File: config.mk
export PLATFORM = sky130hd
export DESIGN_NAME = ext_pipe
export DESIGN_NICKNAME = d
export VERILOG_FILES = /design/src/rtl/ext_defs.sv /design/src/rtl/ext_core.sv /design/src/rtl/ext_pipe.sv
export SDC_FILE = /design/constraint.sdc
export NUM_CORES = 1
export LEC_CHECK = 0
export ABC_AREA = 1
export ABC_CLOCK_PERIOD_IN_PS = 2960
export CAP_MARGIN = 20
export CORE_ASPECT_RATIO = 0.75
export CORE_UTILIZATION = 45
export DETAILED_ROUTE_END_ITERATION = 10
export MAX_ROUTING_LAYER = met4
export PLACE_DENSITY_LB_ADDON = 0.05
export SETUP_SLACK_MARGIN = 0.5
export SLEW_MARGIN = 20
export SYNTH_ARGS = -nofsm -noshare
export SYNTH_HDL_FRONTEND = slang
export SYNTH_SLANG_ARGS = --single-unit
File: constraint.sdc
create_clock -name clk -period 2.96 [get_ports clk]
set_input_delay 0.444 -clock clk [delete_from_list [all_inputs] [get_ports clk]]
set_output_delay 0.444 -clock clk [all_outputs]
set_load 0.01 [all_outputs]
File: src/rtl/ext_defs.sv
// ext_defs: shared encodings for the immediate extender.
//   EOp encodings for each extension mode, the illegal-mode boundary,
//   a helper that flags illegal modes, and the skid-buffer state type.
package ext_defs;

    localparam logic [2:0] EXT_SIGN   = 3'd0;
    localparam logic [2:0] EXT_ZERO   = 3'd1;
    localparam logic [2:0] EXT_LUI    = 3'd2;
    localparam logic [2:0] EXT_SL2    = 3'd3;
    localparam logic [2:0] EXT_SL1    = 3'd4;
    localparam logic [2:0] EXT_SB     = 3'd5;
    // Every encoding from here upward is illegal.
    localparam logic [2:0] EXT_ILL_LO = 3'd6;

    typedef enum logic [1:0] {
        ST_EMPTY = 2'd0,
        ST_ONE   = 2'd1,
        ST_TWO   = 2'd2
    } pipe_state_e;

    function automatic logic is_illegal_eop(input logic [2:0] op);
        return (op >= EXT_ILL_LO);
    endfunction

endpackage

File: src/rtl/ext_core.sv
// ext_core: purely combinational immediate extender.
// Ports:
//   imm [IMM_W-1:0] in  : raw immediate
//   EOp [2:0]       in  : extension mode
//   ext [OUT_W-1:0] out : extended word (0 for illegal modes)
//   err             out : 1 when EOp is illegal
module ext_core
    import ext_defs::*;
#(
    parameter int IMM_W = 16,
    parameter int OUT_W = 32
) (
    input  logic [IMM_W-1:0] imm,
    input  logic [2:0]       EOp,
    output logic [OUT_W-1:0] ext,
    output logic             err
);

    logic [OUT_W-1:0] sext_s;
    logic [OUT_W-1:0] zext_s;
    logic [OUT_W-1:0] lui_s;
    logic [OUT_W-1:0] sb_s;

    assign sext_s = {{(OUT_W-IMM_W){imm[IMM_W-1]}}, imm};
    assign zext_s = {{(OUT_W-IMM_W){1'b0}}, imm};
    assign lui_s  = {imm, {(OUT_W-IMM_W){1'b0}}};
    assign sb_s   = {{(OUT_W-8){imm[7]}}, imm[7:0]};

    // Mode select; scaled modes shift the sign-extended word and drop the top bits.
    always_comb begin
        ext = {OUT_W{1'b0}};
        err = is_illegal_eop(EOp);
        case (EOp)
            EXT_SIGN: ext = sext_s;
            EXT_ZERO: ext = zext_s;
            EXT_LUI:  ext = lui_s;
            EXT_SL2:  ext = {sext_s[OUT_W-3:0], 2'b00};
            EXT_SL1:  ext = {sext_s[OUT_W-2:0], 1'b0};
            EXT_SB:   ext = sb_s;
            default:  ext = {OUT_W{1'b0}};
        endcase
    end

endmodule

File: src/rtl/ext_pipe.sv
// ext_pipe: registered immediate extender with a 2-entry skid buffer.
// Ports:
//   clk, reset (sync, active-high), flush (sync, drops held entries)
//   in_valid/in_ready with imm, EOp, in_tag : upstream handshake
//   out_valid/out_ready with ext, out_tag, err : downstream handshake
// in_ready depends only on registered state, so there is no
// combinational path from out_ready back to in_ready.
module ext_pipe
    import ext_defs::*;
#(
    parameter int IMM_W = 16,
    parameter int OUT_W = 32,
    parameter int TAG_W = 5
) (
    input  logic             clk,
    input  logic             reset,
    input  logic             flush,
    input  logic             in_valid,
    output logic             in_ready,
    input  logic [IMM_W-1:0] imm,
    input  logic [2:0]       EOp,
    input  logic [TAG_W-1:0] in_tag,
    output logic             out_valid,
    input  logic             out_ready,
    output logic [OUT_W-1:0] ext,
    output logic [TAG_W-1:0] out_tag,
    output logic             err
);

    pipe_state_e      state_r;
    pipe_state_e      state_next_s;
    logic             in_ready_r;
    logic             out_valid_r;
    logic [OUT_W-1:0] head_ext_r;
    logic [TAG_W-1:0] head_tag_r;
    logic             head_err_r;
    logic [OUT_W-1:0] skid_ext_r;
    logic [TAG_W-1:0] skid_tag_r;
    logic             skid_err_r;
    logic [OUT_W-1:0] core_ext_s;
    logic             core_err_s;
    logic             acc_s;
    logic             deq_s;
    logic             load_head_new_s;
    logic             load_head_skid_s;
    logic             load_skid_s;

    ext_core #(
        .IMM_W (IMM_W),
        .OUT_W (OUT_W)
    ) u_core (
        .imm (imm),
        .EOp (EOp),
        .ext (core_ext_s),
        .err (core_err_s)
    );

    assign acc_s = in_valid && in_ready_r;
    assign deq_s = out_valid_r && out_ready;

    // Next-state and load-select logic; flush overrides any transfer-in.
    always_comb begin
        state_next_s     = state_r;
        load_head_new_s  = 1'b0;
        load_head_skid_s = 1'b0;
        load_skid_s      = 1'b0;
        if (flush) begin
            state_next_s = ST_EMPTY;
        end else begin
            case (state_r)
                ST_EMPTY: begin
                    if (acc_s) begin
                        state_next_s    = ST_ONE;
                        load_head_new_s = 1'b1;
                    end else begin
                        state_next_s = ST_EMPTY;
                    end
                end
                ST_ONE: begin
                    if (acc_s && deq_s) begin
                        load_head_new_s = 1'b1;
                    end else if (acc_s) begin
                        state_next_s = ST_TWO;
                        load_skid_s  = 1'b1;
                    end else if (deq_s) begin
                        state_next_s = ST_EMPTY;
                    end else begin
                        state_next_s = ST_ONE;
                    end
                end
                ST_TWO: begin
                    // in_ready is low here, so only a drain can happen.
                    if (deq_s) begin
                        state_next_s     = ST_ONE;
                        load_head_skid_s = 1'b1;
                    end else begin
                        state_next_s = ST_TWO;
                    end
                end
                default: state_next_s = ST_EMPTY;
            endcase
        end
    end

    // State register plus handshake flags derived from the next state.
    always_ff @(posedge clk) begin
        if (reset) begin
            state_r     <= ST_EMPTY;
            in_ready_r  <= 1'b1;
            out_valid_r <= 1'b0;
        end else begin
            state_r     <= state_next_s;
            in_ready_r  <= (state_next_s != ST_TWO);
            out_valid_r <= (state_next_s != ST_EMPTY);
        end
    end

    // Head and skid data registers; held whenever no load is selected.
    always_ff @(posedge clk) begin
        if (reset) begin
            head_ext_r <= {OUT_W{1'b0}};
            head_tag_r <= {TAG_W{1'b0}};
            head_err_r <= 1'b0;
            skid_ext_r <= {OUT_W{1'b0}};
            skid_tag_r <= {TAG_W{1'b0}};
            skid_err_r <= 1'b0;
        end else begin
            if (load_head_new_s) begin
                head_ext_r <= core_ext_s;
                head_tag_r <= in_tag;
                head_err_r <= core_err_s;
            end else if (load_head_skid_s) begin
                head_ext_r <= skid_ext_r;
                head_tag_r <= skid_tag_r;
                head_err_r <= skid_err_r;
            end else begin
                head_ext_r <= head_ext_r;
                head_tag_r <= head_tag_r;
                head_err_r <= head_err_r;
            end
            if (load_skid_s) begin
                skid_ext_r <= core_ext_s;
                skid_tag_r <= in_tag;
                skid_err_r <= core_err_s;
            end else begin
                skid_ext_r <= skid_ext_r;
                skid_tag_r <= skid_tag_r;
                skid_err_r <= skid_err_r;
            end
        end
    end

    assign in_ready  = in_ready_r;
    assign out_valid = out_valid_r;
    assign ext       = head_ext_r;
    assign out_tag   = head_tag_r;
    assign err       = head_err_r;

endmodule
* Yosys cells after proc, flatten, opt, wreduce, memory -nomap -nowiden *
Cells that the tools add are included.

operators by class
  reductions and logical operators = 7
  equality and inequality tests = 8
  $lt $le $gt $ge = 1
  muxes and demuxes = 24

operators by type and width
  kind                number
  $pmux 32 s6         1
  $mux 32             2
  $mux 1              13
  $mux 5              2
  $mux 2              4
  $eq 3x2->1 const B  2
  $eq 3x3->1 const B  2
  $pmux 2 s3          1
  $reduce_bool 2->1   2
  $eq 3x1->1 const B  1
  $ge 3x3->1 const B  1
  $logic_and 1x1->1   3
  $logic_not 3->1     1
  $eq 2x1->1 const B  1
  $eq 2x2->1 const B  1
  $logic_not 2->1     1
  $ne 2x2->1 const B  1
  $pmux 1 s2          1

storage, ports and cells
  register bits = 80
  logic and storage cells = 49

* Logic depth before layout (Yosys ltp) *
Gate-level depths: netlist (run 1).

  word-level depth = 7
  gate-level depth with buffers = 10

* Cells and area by module *
Synthesis (run 1) repeated with hierarchy kept, for this count alone.

unflattened totals
  cells, all modules = 668
  area total of the unflattened synthesis = 4371.7 um^2

modules (own cells, without submodules)
  module    seq. area each (um^2)  cells each  area an instance (um^2)  times used
  ext_pipe  1601.5                 536         3677.3                   1
  ext_core  0.0                    132         694.4                    1

* Worst setup path before layout (run 1) *
OpenSTA, ideal clock, no wires.

  kind = input to register
  start = input port out_ready
  end = register head_ext_r[21], in the netlist ext[21]
  stages on the path = 8
  path buffers = 1
  path slack = 1527 ps
  arrival time = 1314 ps
  path through = nand2_1 -> nand2_2 -> nand2_2 -> inv_2 -> clkbuf_2 -> or2_2 -> nand2_1 -> a21oi_1

between the ends
  word-level cells in the longest chain between the ends = 6
  elaborated cells between the ends (all ways) = 10

RTL lines
  element                                       RTL line         RTL
  from (decl)                                   ext_pipe.sv:24   input logic out_ready,
  $logic_and 1x1->1 (*)                         ext_pipe.sv:59   assign deq_s = out_valid_r && out_ready;
  $logic_and 1x1->1                             ext_pipe.sv:80   if (acc_s && deq_s) begin
  $mux 1                                        ext_pipe.sv:80
  $pmux 1 s2                                    ext_pipe.sv:70   case (state_r)
  $mux 1                                        ext_pipe.sv:67   if (flush) begin
  $mux 32 or $reduce_bool 2->1 (tied branches)  n/a
  to (signal assigned)                          ext_pipe.sv:129  head_ext_r <= core_ext_s;
  to (signal assigned)                          ext_pipe.sv:133  head_ext_r <= skid_ext_r;
  to (signal assigned)                          ext_pipe.sv:137  head_ext_r <= head_ext_r;
  to (decl)                                     ext_pipe.sv:34   logic [OUT_W-1:0] head_ext_r;

Mark *: on every way between the ends. The rest lies on a longest branch, timed or not.
A chain may end at the register's enable or synchronous reset.

* Worst setup path after layout (run 1) *
  start = input port EOp[1]
  end = register head_ext_r[29], in the netlist ext[29]

between the ends
  word-level cells in the longest chain between the ends = 3
  elaborated cells between the ends (all ways) = 8

RTL lines
  element                                   RTL line         RTL
  from (decl)                               ext_pipe.sv:21   input logic [2:0] EOp,
  $eq 3x3->1, or another cell as far along  ext_core.sv:33   case (EOp)
  $pmux 32 s6 (*)                           ext_core.sv:33
  $mux 32 (*)                               ext_pipe.sv:128  if (load_head_new_s) begin

Marked as above.

==> impl_metrics.toml, run 1 <==
[run_status]
status = "complete, no violations"

[placed_design]
placed_area_um2 = 4460
post-dp-hpwl_um = 6630
gp_congestion = 0.919
port_buffers = 68

[clock_tree]
clk_latency_ns = 0.35
cts-htree-levels = 3
cts_setup_buffers = 0
path_clk_slew_ns = 0.08
cts_tree = "built"
cts_made_buffers = 9
hold_buffers = 0
cts.sinks = 80
cts_max_path_buffers = 2
clockRootBuffer = "clkbuf_8"
cts_resized = 0

[synthesis]
avgSynthCellArea_um2 = 6.85
syn_area_um2 = 3800
synth_top_area_cell = "dfxtp_1"
yosysWarnings = 0
synthMuxAreaShare_pct = 0
ys_seq_elements = 80
synth_fa_ha_area_share_pct = 0
synth_top_family_by_area = "simple AND/OR/NAND/NOR gates"
yosysTopAreaCellShare_pct = 42.1
synth_xor_area_share_pct = 0
synthTopCellsByArea = "dfxtp_1 (42%), nand2_1 (12%), nor2_1 (11%)"
yosysMostFrequentCell = "nand2_1"
ys_top_cells_by_count = "nand2_1 (121), nor2_1 (110), dfxtp_1 (80), o21ai_0 (74), a21oi_1 (34)"
synthFlopType = "dfxtp_1"
synth_compound_area_share_pct = 18.3
synthArstFlopShare_pct = 0
synth_cells = 555
yosys.area_share.simple_pct = 32.2
ys_seq_area_share_pct = 42.1
synth_edf_count = 0
synth.distinct_cells = 31
syn_nets = 584

[die]
start_util_pct = 47.4
die-height_um = 81.6
coreArea_um2 = 8020
rows = 28
dieWidth_um = 108
die-area_um2 = 8830
pin_count = 69

[layout]
multiInputGateArea_um2 = 1920
nFillCells = 790
final_nets = 633
fin_area_um2 = 4670
num_antenna_cells = 0
fin_util_pct = 58.2
layout-area-overhead-vs-synth_pct = 22.9
regArea_um2 = 1600
drive_gt1_share_pct = 7.55

[timing]
worst_pin_slew_ns = 0.677
finalClockSkew_ns = 0.00406
min_period_over_period_pct = 73.7
slew_headroom_pct = 54.8
hold_slack_ns = 0.466
drv_slew = 0
rsz0062_at_grt = "false"
fin_crit_ns = 2.18
setup_viol = 0
finalSetupTns_ns = 0
max_freq_mhz = 458
hold_violations = 0

[run]
max-cap-violations = 0

[setup_path]
startpoint_type = "input port"
critPathMaxFanout = 24
cp.arrival_ns = 2.43
worstPathRequired_ns = 3.21
critPathCaptureType = "register"
path_class = "in -> reg"

[global_routing]
overflow = 0
grt_max_degree = 77
grt_util_all_layers_pct = 25.9
grt_pass1_wl_um = 16900
antenna_found_initial = 0
grt_pass1_vias = 3424

[pwr]
power.total_uw = 2460
p_seq_share_pct = 46.9
leakagePower_uw = 0.00205
p_sw_share_pct = 26.4
pwr-share-clk_pct = 35.9
p_int_uw = 1810
p_switching_uw = 650
power_density_nw_per_um2 = 526
comb_power_share_pct = 17.2
ir_worst_vdd_mv = 0.361

[drt]
detail_route.iter0.violations = 256
antenna_left = 0
wire_per_inst_um = 14.4
drt_wl_total_um = 10300
dr_total_vias = 3710
post_drt_via_cell_ratio = 5.20
drt_first_pass_iters = 5
drc = 0

[min_path]
min_path_type = "reg -> reg"
cells by family after synthesis:
logic type             after synthesis
AOI/OAI and AO/OA                  132
buffers and inverters               57
and+or+nand+nor                    286
DFF                                 80
placed cells by master, fill, tap and decap left out, drive strengths merged, types with 9 or more instances in the layout:
master / netlist / routed
clkbuf: 11 / 13
o211ai: 9 / 9
o21ai: 81 / 81
dfxtp: 80 / 80
clkdlybuf4s50: 0 / 68
nor2: 115 / 115
nand3: 24 / 24
nand2: 126 / 126
or2: 16 / 16
inv: 23 / 23
a21oi: 34 / 34
worst paths after layout:
| kind | startpoint | slack (ns) | cells past startpoint | endpoint |
|---|---|---|---|---|
| hold reg to reg | skid_ext_r[1] | 0.47 | 2 | skid_ext_r[1] |
| hold / removal | skid_ext_r[1] | 0.47 | 2 | skid_ext_r[1] |
| setup / recovery | EOp[1] | 0.78 | 8 | ext[29] |
| setup reg to reg | in_ready | 1.13 | 6 | ext[3] |
power groups by stage:
stage | clock (uW) | combinational (uW) | sequential [uW]
finish | 883 | 421 | 1150
global route | 946 | 469 | 1160
CTS | 904 | 421 | 1150
detailed placement | 0 | 418 | 1180
global placement | 0 | 415 | 1180
floorplan | 0 | 230 | 1190
metal layers:
layer  vias up  wire [um]  GRT usage (%)
met5         -          0              -
met4         0         82           4.93
met3         8        594           6.83
met2       108       4340           37.9
met1      1690       5240           35.8
li1       1904          -              -
through the flow:
stage	setup slack [ns]	std cells
2_1_floorplan	1.53	555
3_3_place_gp	0.520	698
3_5_place_dp	0.436	698
4_1_cts	0.801	714
5_1_grt	0.592	714
6_report	0.777	714
layout make-up:
| cell class | instances | area share [%] |
|---|---|---|
| clock inverter | 3 | 1.39 |
| tap | 105 | 2.81 |
| clock buffer | 13 | 3.19 |
| timing repair buffer | 71 | 15.3 |
| sequential | 80 | 34.3 |
| multi-input combinational | 418 | 41.1 |
| inverter | 24 | 1.93 |
worst max-delay path, stage by stage:
cell and delay, ns:
clkdlybuf4s50_1 0.69, nand2_1 0.20, nand2_1 0.13, nor2_2 0.06
nor2_4 0.44, o21ai_0 0.26, nor2_1 0.15, nor2_1 0.06
flip-flops by register name, indices dropped and copies added (netlist names):
name        count
err             1
ext            32
in_ready        1
out_tag         5
out_valid       1
skid_err_r      1
skid_ext_r     32
skid_tag_r      5
state_r         2
(Power assumes the default switching activity.)
==> inputs of run 2 (changes only) <==
--- a/config.mk
+++ b/config.mk
@@ -6,7 +6,7 @@
 export NUM_CORES = 1
 export LEC_CHECK = 0
 export ABC_AREA = 1
-export ABC_CLOCK_PERIOD_IN_PS = 2960
+export ABC_CLOCK_PERIOD_IN_PS = 1900
 export CAP_MARGIN = 20
 export CORE_ASPECT_RATIO = 0.75
 export CORE_UTILIZATION = 45
==> constraint.sdc (replaced) <==
create_clock -name clk -period 1.9 [get_ports clk]
set_input_delay 0.285 -clock clk [delete_from_list [all_inputs] [get_ports clk]]
set_output_delay 0.285 -clock clk [all_outputs]
set_load 0.01 [all_outputs]
==> run 2 against run 1 <==
Die area unchanged. Hold slack got worse by 0.14 ns. Core utilization increased by 11 points. Clock power increased by 40%. Via count increased by 11%. Combinational power increased by 110%. Critical path depth unchanged. Sequential share of layout area decreased by 5.2 points. Critical path type is now reg -> reg. Global-route usage increased by 3.0 points. Sequential power increased by 57%. Clock skew increased by 0.0011 ns. Total power increased by 59%.
==> impl_metrics.toml, run 2 (same netlist as run 1, synthesis figures left out) <==
[run_status]
status = "complete, no violations"

[clock_tree]
path_clk_slew_ns = 0.08
clk_latency_ns = 0.35
cts_made_buffers = 9
cts-htree-levels = 3
cts_max_path_buffers = 2
cts.sinks = 80
clockRootBuffer = "clkbuf_8"
cts_tree = "built"

[setup_path]
crit_path_frequent_cell = "nand2_2"
critPathCaptureType = "register"
startpoint_type = "register"
slowest_delay_ns = 0.33
cp.arrival_ns = 1.65
path_class = "reg -> reg"
worstPathCellList = "nand2_2, nand2_4, nand2_8, clkinv_8, buf_12, or2_2, nand2_2, a21oi_2"
cp_slowest_cell = "dfxtp_1"
reg2reg_from = "out_valid"
crit_path_start = "out_valid"
worstPathRequired_ns = 2.15
critPathMaxFanout = 7

[timing]
setup_ws_ns = 0.500
setup_viol = 0
finalSetupTns_ns = 0
worst_pin_slew_ns = 0.475
max_freq_mhz = 714
hold_slack_ns = 0.331
finalClockSkew_ns = 0.00520
hold_violations = 0
rsz0062_at_grt = "true"
drv_slew = 0
min_period_over_period_pct = 73.7
fin_crit_ns = 1.40
slew_headroom_pct = 68.0

[layout]
layout_commonest_cell = "nand2_1"
layout-area-overhead-vs-synth_pct = 45.1
num_antenna_cells = 0
final_nets = 684
nFillCells = 701
fin_area_um2 = 5520
final_cell_mix = "nand2_1 (111), nor2_1 (103), dfxtp_1 (77)"
drive_gt1_share_pct = 20.0

[die]
coreArea_um2 = 8020
start_util_pct = 47.4
die-height_um = 81.6
dieWidth_um = 108
rows = 28
pin_count = 69
die-area_um2 = 8830

[drt]
drt_wl_total_um = 12800
post_drt_via_cell_ratio = 5.36
wire_per_inst_um = 16.7
drt_first_pass_iters = 5
antenna_left = 0
dr_total_vias = 4103
drc = 0
detail_route.iter0.violations = 270

[placed_design]
port_buffers = 68
post-dp-hpwl_um = 7630
placed_area_um2 = 4810
place_ws_ns = -0.0559
gp_congestion = 0.866

[global_routing]
overflow = 0
grt_util_all_layers_pct = 28.8
grt_max_degree = 63
antenna_found_initial = 0
grt_pass1_vias = 3770
grt_pass1_wl_um = 18800

[pwr]
power_density_nw_per_um2 = 707
ir_worst_vdd_mv = 0.511
leakagePower_uw = 0.00259

[run]
max-cap-violations = 0

[min_path]
min_path_type = "in -> reg"
hold_start = "flush"
==> run 2: cell count changes in the layout (fill, tap and decap cells not counted), sizes merged <==
| cell | before | now |
|---|---|---|
| dlymetal6s2s | 0 | 3 |
| clkbuf | 13 | 20 |
| clkinvlp | 0 | 3 |
| clkinv | 2 | 4 |
| dlygate4sd2 | 0 | 41 |
| buf | 3 | 45 |
| clkdlybuf4s15 | 0 | 2 |
| inv | 23 | 21 |
| bufinv | 2 | 1 |
| clkdlybuf4s50 | 68 | 22 |
==> run 2: final cells by class <==
type / count / area (um^2) / area share (%)
multi-input combinational: 418 / 2070 / 37.5
sequential: 80 / 1610 / 29.1
timing repair buffer: 122 / 1400 / 25.4
clock buffer: 11 / 131 / 2.38
tap: 105 / 131 / 2.38
inverter: 24 / 118 / 2.13
clock inverter: 5 / 57.6 / 1.04
==> run 2: worst paths after layout <==
kind | to | slack [ns] | cells past startpoint
setup / recovery | ext[8] | 0.50 | 8
hold / removal | in_ready | 0.33 | 3
setup reg to reg | ext[8] | 0.50 | 8
hold reg to reg | skid_ext_r[1] | 0.47 | 2
==> run 2: per-layer routing <==
metal	vias to the layer above	global-route usage [%]	share of wire (%)
li1	2010	-	-
met1	1915	38.5	47
met2	167	44.8	46
met3	11	5.71	6.7
met4	0	7.12	0.93
met5	-	-	0
==> run 2: worst max-delay path, delay by kind of cell (launching register included) <==
family | cells | cell delay [ns]
AND/OR/NAND/NOR | 5 | 0.70
AO/OA/AOI/OAI | 1 | 0.05
flip-flops | 1 | 0.33
buffers and inverters | 2 | 0.21
==> run 2: what timing repair did <==
item | in CTS | in global routing
setup endpoints to repair | 110 | 75
pin swaps | 3 | 23
hold buffers | 0 | 0
cloned | 2 | 9
gates resized for setup | 53 | 83
endpoints found under the hold margin | 0 | 0
buffers inserted | 2 | 6
==> run 2: power breakdown <==
part	switching (uW)	internal, uW
Clock	630	606
Combinational	459	409
Sequential	40.7	1760
==> run 2: per-stage QoR <==
| stage | util (%) | power, uW | std cells |
|---|---|---|---|
| floorplan | - | 2220 | 555 |
| global placement | 60.0 | 2570 | 730 |
| detailed placement | 60.0 | 2580 | 730 |
| CTS | 63.0 | 3780 | 750 |
| global route | 68.8 | 4060 | 765 |
| finish | 68.8 | 3900 | 765 |
==> inputs of run 3 (changes only) <==
--- a/config.mk
+++ b/config.mk
@@ -6,7 +6,7 @@
 export NUM_CORES = 1
 export LEC_CHECK = 0
 export ABC_AREA = 1
-export ABC_CLOCK_PERIOD_IN_PS = 1900
+export ABC_CLOCK_PERIOD_IN_PS = 1300
 export CAP_MARGIN = 20
 export CORE_ASPECT_RATIO = 0.75
 export CORE_UTILIZATION = 45
==> constraint.sdc (replaced) <==
create_clock -name clk -period 1.3 [get_ports clk]
set_input_delay 0.195 -clock clk [delete_from_list [all_inputs] [get_ports clk]]
set_output_delay 0.195 -clock clk [all_outputs]
set_load 0.01 [all_outputs]
==> run 3 against run 2 <==
The run now ends with setup timing left. Critical endpoint is now ext[12]. Via count increased by 8.0%. Largest cell class unchanged. Critical path type unchanged. Total power increased by 61%. Sequential share of layout area decreased by 1.9 points. Wire length increased by 4.6%. Register-to-register slack got worse by 0.69 ns.
==> impl_metrics.toml, run 3 (same netlist as run 1, synthesis figures left out) <==
[min_path]
min_to = "in_ready"
min_path_type = "in -> reg"
whs_path_depth = 3
hold_start = "flush"

[setup_path]
cp.arrival_ns = 1.77
rr_endpoint = "ext[12]"
critPathCaptureType = "register"
slowest_delay_ns = 0.35
r2r_slack_ns = -0.19
critPathMaxFanout = 8
worstPathRequired_ns = 1.58
path_class = "reg -> reg"
worstPathCellList = "nand2_4, nor2_4, nand3_4, nand2_8, buf_12, buf_12, buf_16, o21ai_2, a21oi_1"
reg2reg_from = "in_ready"
startpoint_type = "register"
worst-r2r-cell-count = 9
cp_slowest_cell = "dfxtp_2"
crit_path_frequent_cell = "buf_12"

[run_status]
violations = "setup timing"
status = "finished with violations"

[timing]
setup_viol = 73
drv_slew = 0
rsz0062_at_grt = "true"
finalSetupTns_ns = -5.59
min_period_over_period_pct = 114
max_freq_mhz = 673
hold_violations = 0
fin_crit_ns = 1.49
worst_pin_slew_ns = 0.425
finalClockSkew_ns = 0.0108
slew_headroom_pct = 71.4
setup_ws_ns = -0.186

[clock_tree]
cts-htree-levels = 3
path_clk_slew_ns = 0.08
clockRootBuffer = "clkbuf_8"
cts_max_path_buffers = 2
cts.sinks = 80
cts_tree = "built"
clk_latency_ns = 0.37
cts_made_buffers = 9
hold_buffers = 0

[die]
dieWidth_um = 108
start_util_pct = 47.4
pin_count = 69
rows = 28
coreArea_um2 = 8020
die-height_um = 81.6
die-area_um2 = 8830

[drt]
detail_route.iter0.violations = 332
antenna_left = 0
drt_wl_total_um = 13300
dr_total_vias = 4430
drt_first_pass_iters = 6
drc = 0
wire_per_inst_um = 16.6
post_drt_via_cell_ratio = 5.53

[global_routing]
antenna_found_initial = 0
grt_max_degree = 63
grt_pass1_vias = 4182
grt_util_all_layers_pct = 32.0
overflow = 0
grt_pass1_wl_um = 20700

[placed_design]
post-dp-hpwl_um = 7740
gp_congestion = 0.908
port_buffers = 68
place_ws_ns = -0.594

[run]
max-cap-violations = 0

[layout]
final_cell_mix = "nand2_1 (104), nor2_1 (100), buf_4 (55)"
drive_gt1_share_pct = 40.1
nFillCells = 601
final_nets = 720
layout-area-overhead-vs-synth_pct = 60.4
num_antenna_cells = 0
layout_commonest_cell = "nand2_1"

[pwr]
power.total_uw = 6270
ir_worst_vdd_mv = 0.807
power_density_nw_per_um2 = 1030
leakagePower_uw = 0.00281
==> run 3: power by group <==
part	switching, uW	internal (uW)
clock	943	1130
sequential	87.3	2580
combinational	754	774
==> run 3: critical path, delay by kind of cell, from the launching register on <==
kind | cells | cell delay (ns)
simple gates | 4 | 0.49
compound gates | 2 | 0.21
flops | 1 | 0.35
buf+inv | 3 | 0.33
==> run 3: how the worst max path moves through the flow <==
stage,startpoint,cells past startpoint,to
4_1_cts,in_ready,9,ext[31]
6_report,in_ready,9,ext[12]
5_1_grt,in_ready,7,ext[31]
3_3_place_gp,EOp[1],9,ext[5]
2_1_floorplan,in_ready,8,ext[21]
3_5_place_dp,EOp[1],9,ext[5]
==> run 3: layout make-up <==
type | count | area [um^2] | share of cell area, %
sequential | 80 | 1660 | 27.2
multi-input combinational | 418 | 2200 | 36.0
timing repair buffer | 158 | 1780 | 29.1
clock inverter | 5 | 80.1 | 1.31
clock buffer | 11 | 141 | 2.32
tap | 105 | 131 | 2.15
inverter | 24 | 114 | 1.87
==> run 3: through the flow <==
step / instance area, um^2 / hold WS (ns) / std cells / util, %
floorplan: 3890 / 0.268 / 555 / -
global placement: 4970 / 0.459 / 748 / 61.9
detailed placement: 4970 / 0.468 / 748 / 61.9
CTS: 5820 / 0.445 / 788 / 72.6
global route: 6100 / 0.269 / 801 / 76.0
finish: 6100 / 0.232 / 801 / 76.0
==> run 3: per-layer routing <==
metal,global-route usage [%],vias to the layer above,routed length [um]
met1,41.3,2069,5900
met2,49.0,237,6040
li1,-,2088,-
met3,6.51,36,1150
met4,13.2,0,248
met5,-,-,0
==> run 3: what timing repair did <==
item	CTS	global route
setup endpoints to repair	120	120
setup buffers	17	12
pin swaps	22	25
resized for setup	309	51
cloned	7	1
==> RTL change: new RTL, flow settings as in run 3 <==
The parameter `TAG_W` goes from 5 to 10.
--- a/src/rtl/ext_pipe.sv
+++ b/src/rtl/ext_pipe.sv
@@ -12,3 +12,3 @@
     parameter int OUT_W = 32,
-    parameter int TAG_W = 5
+    parameter int TAG_W = 10
 ) (
Interface: changed (resized in_tag and out_tag); port bits go from 69 to 79. No check against the original RTL was run, so the function may have changed too.
==> RTL change against run 3 <==
The run ends with DRC, setup timing left. Synthesized area is 7.6% higher. Routed wire length is 0.42% higher. Worst hold slack better by 0.19 ns. Via count is 3.8% higher. Sequential cell count is 10 higher. Clock power is 19% higher. Worst setup slack better by 0.096 ns. Final area is 2.4% higher. Power is 9.7% higher. Die area is 7.5% higher.
==> RTL change: results (changes against run 3) <==
{| class="wikitable"
! Metric !! Value
|-
| Routability congestion estimate from global placement || 1.010 (was 0.9078)
|-
| Syn Nets || 631 (was 584)
|-
| Cell leakage power || 2.822 nW (was 2.807 nW)
|-
| Clock latency of the later-clocked register in the worst-skew pair || 0.34 ns (was 0.37 ns)
|-
| DR WL met3 || 851 um (was 1.151 mm)
|-
| Worst flop-to-flop path startpoint || out_valid (was in_ready)
|-
| Clock transition at path regs || 0.06 ns (was 0.08 ns)
|-
| Global-route track usage on met3 || 5.343% (was 6.508%)
|-
| Met2 wirelength from detailed routing || 6.271 mm (was 6.038 mm)
|-
| Critical Path Fanout Max || 6 (was 8)
|-
| Status || finished, violations left (unchanged)
|-
| Global routing usage on met1 || 37.46% (was 41.30%)
|-
| Overall Global Routing Usage || 29.07% (was 31.97%)
|-
| Routed WL || 13.39 mm (was 13.33 mm)
|-
| Buffers on Ports || 78 (was 68)
|-
| Origin of the worst min-delay path || out_ready (was flush)
|-
| Pin count of the biggest net entering global routing || 29 (was 63)
|-
| Number of global-route vias before repair || 4193 (was 4182)
|-
| Clock network fraction of total power || 35.9% (was 33.1%)
|-
| DRC violation total after the first TritonRoute iteration || 373 (was 332)
|-
| Inst Count DP || 803 (was 748)
|-
| Detailed-route wire length on metal 1 || 6.077 mm (was 5.896 mm)
|-
| Fill cells || 683 (was 601)
|-
| Met2 demand-to-capacity share in global routing || 46.87% (was 48.98%)
|-
| Final setup fails || 86 (was 73)
|-
| Sum of internal, switching and leakage power || 6.885 mW (was 6.273 mW)
|-
| Violated checks || DRC, setup timing (was setup timing)
|-
| Avg Vias per Cell || 5.480 (was 5.531)
|-
| CTS root buf || clkbuf_16 (was clkbuf_8)
|-
| Fraction of final layout cells with drive strength greater than 1 || 34.75% (was 40.09%)
|-
| Instance area after placement || 5444 um^2 (was 4970 um^2)
|-
| Net switching share of the total power || 27.17% (was 28.44%)
|-
| Arrival time reported for the critical path endpoint || 1.66 ns (was 1.77 ns)
|-
| DRC || 3 (was 0)
|-
| Final WS setup || -0.09076 ns (was -0.1863 ns)
|-
| Seq pwr share || 43.7% (was 42.6%)
|-
| Fin cells || 839 (was 801)
|-
| Ranking of synthesized cells by instance count || nor2_1 (129), nand2_1 (119), dfxtp_1 (90), o21ai_0 (73), a21oi_1 (36) (was nand2_1 (121), nor2_1 (110), dfxtp_1 (80), o21ai_0 (74), a21oi_1 (34))
|}
==> RTL change: cell types whose count changed after synthesis, sizes merged, moves of 4 or more <==
cell and change:
nor2 +18, dfxtp +10, clkbuf +5, nand2 -5, o21ai +5, o211ai +4, o22ai +4
==> RTL change: logic make-up (layout without fill, tap and decap cells) <==
group,Yosys count,after routing,share of synthesized area [%]
DFF,90,90,44.02
and+or+nand+nor,299,299,29.84
buffers and inverters,61,195,6.939
AOI/OAI and AO/OA,147,147,19.20
==> RTL change: stage by stage <==
stage               worst slack [ns]  util, %  setup TNS (ns)
global route                 -0.1697    72.28          -9.043
floorplan                    0.05907        -               0
finish                      -0.09076    72.28          -2.696
global placement             -0.5916    63.04          -36.82
detailed placement           -0.5903    63.04          -39.09
CTS                         -0.05674    69.44         -0.9023
==> RTL change: worst max-delay path: stages, from the launching register on <==
cell,delay [ns]
dfxtp_2,0.33
nand2_4,0.08
inv_2,0.04
nor2_1,0.12
nand3_2,0.20
clkinv_4,0.18
buf_12,0.14
o21ai_1,0.05
a21oi_1,0.16
==> RTL change: worst paths after layout <==
check,endpoint,slack (ns),cells past startpoint
hold reg to reg,skid_tag_r[3],0.49,2
setup / recovery,skid_ext_r[8],-0.09,8
setup reg to reg,skid_ext_r[8],-0.09,8
hold / removal,in_ready,0.42,6
==> RTL change: area by class of cell <==
class	instances	area share, %
sequential	90	29.85
multi-input combinational	446	34.86
clock buffer	12	4.109
inverter	23	1.523
tap	108	2.165
timing repair buffer	156	27.08
clock inverter	4	0.4209
==> RTL change: timing repair <==
action,in CTS,in global routing
pin swaps,5,6
gates resized for setup,296,68
endpoints found under the setup margin,135,135
cloned,2,3
setup buffers,8,7
hold buffers,0,0
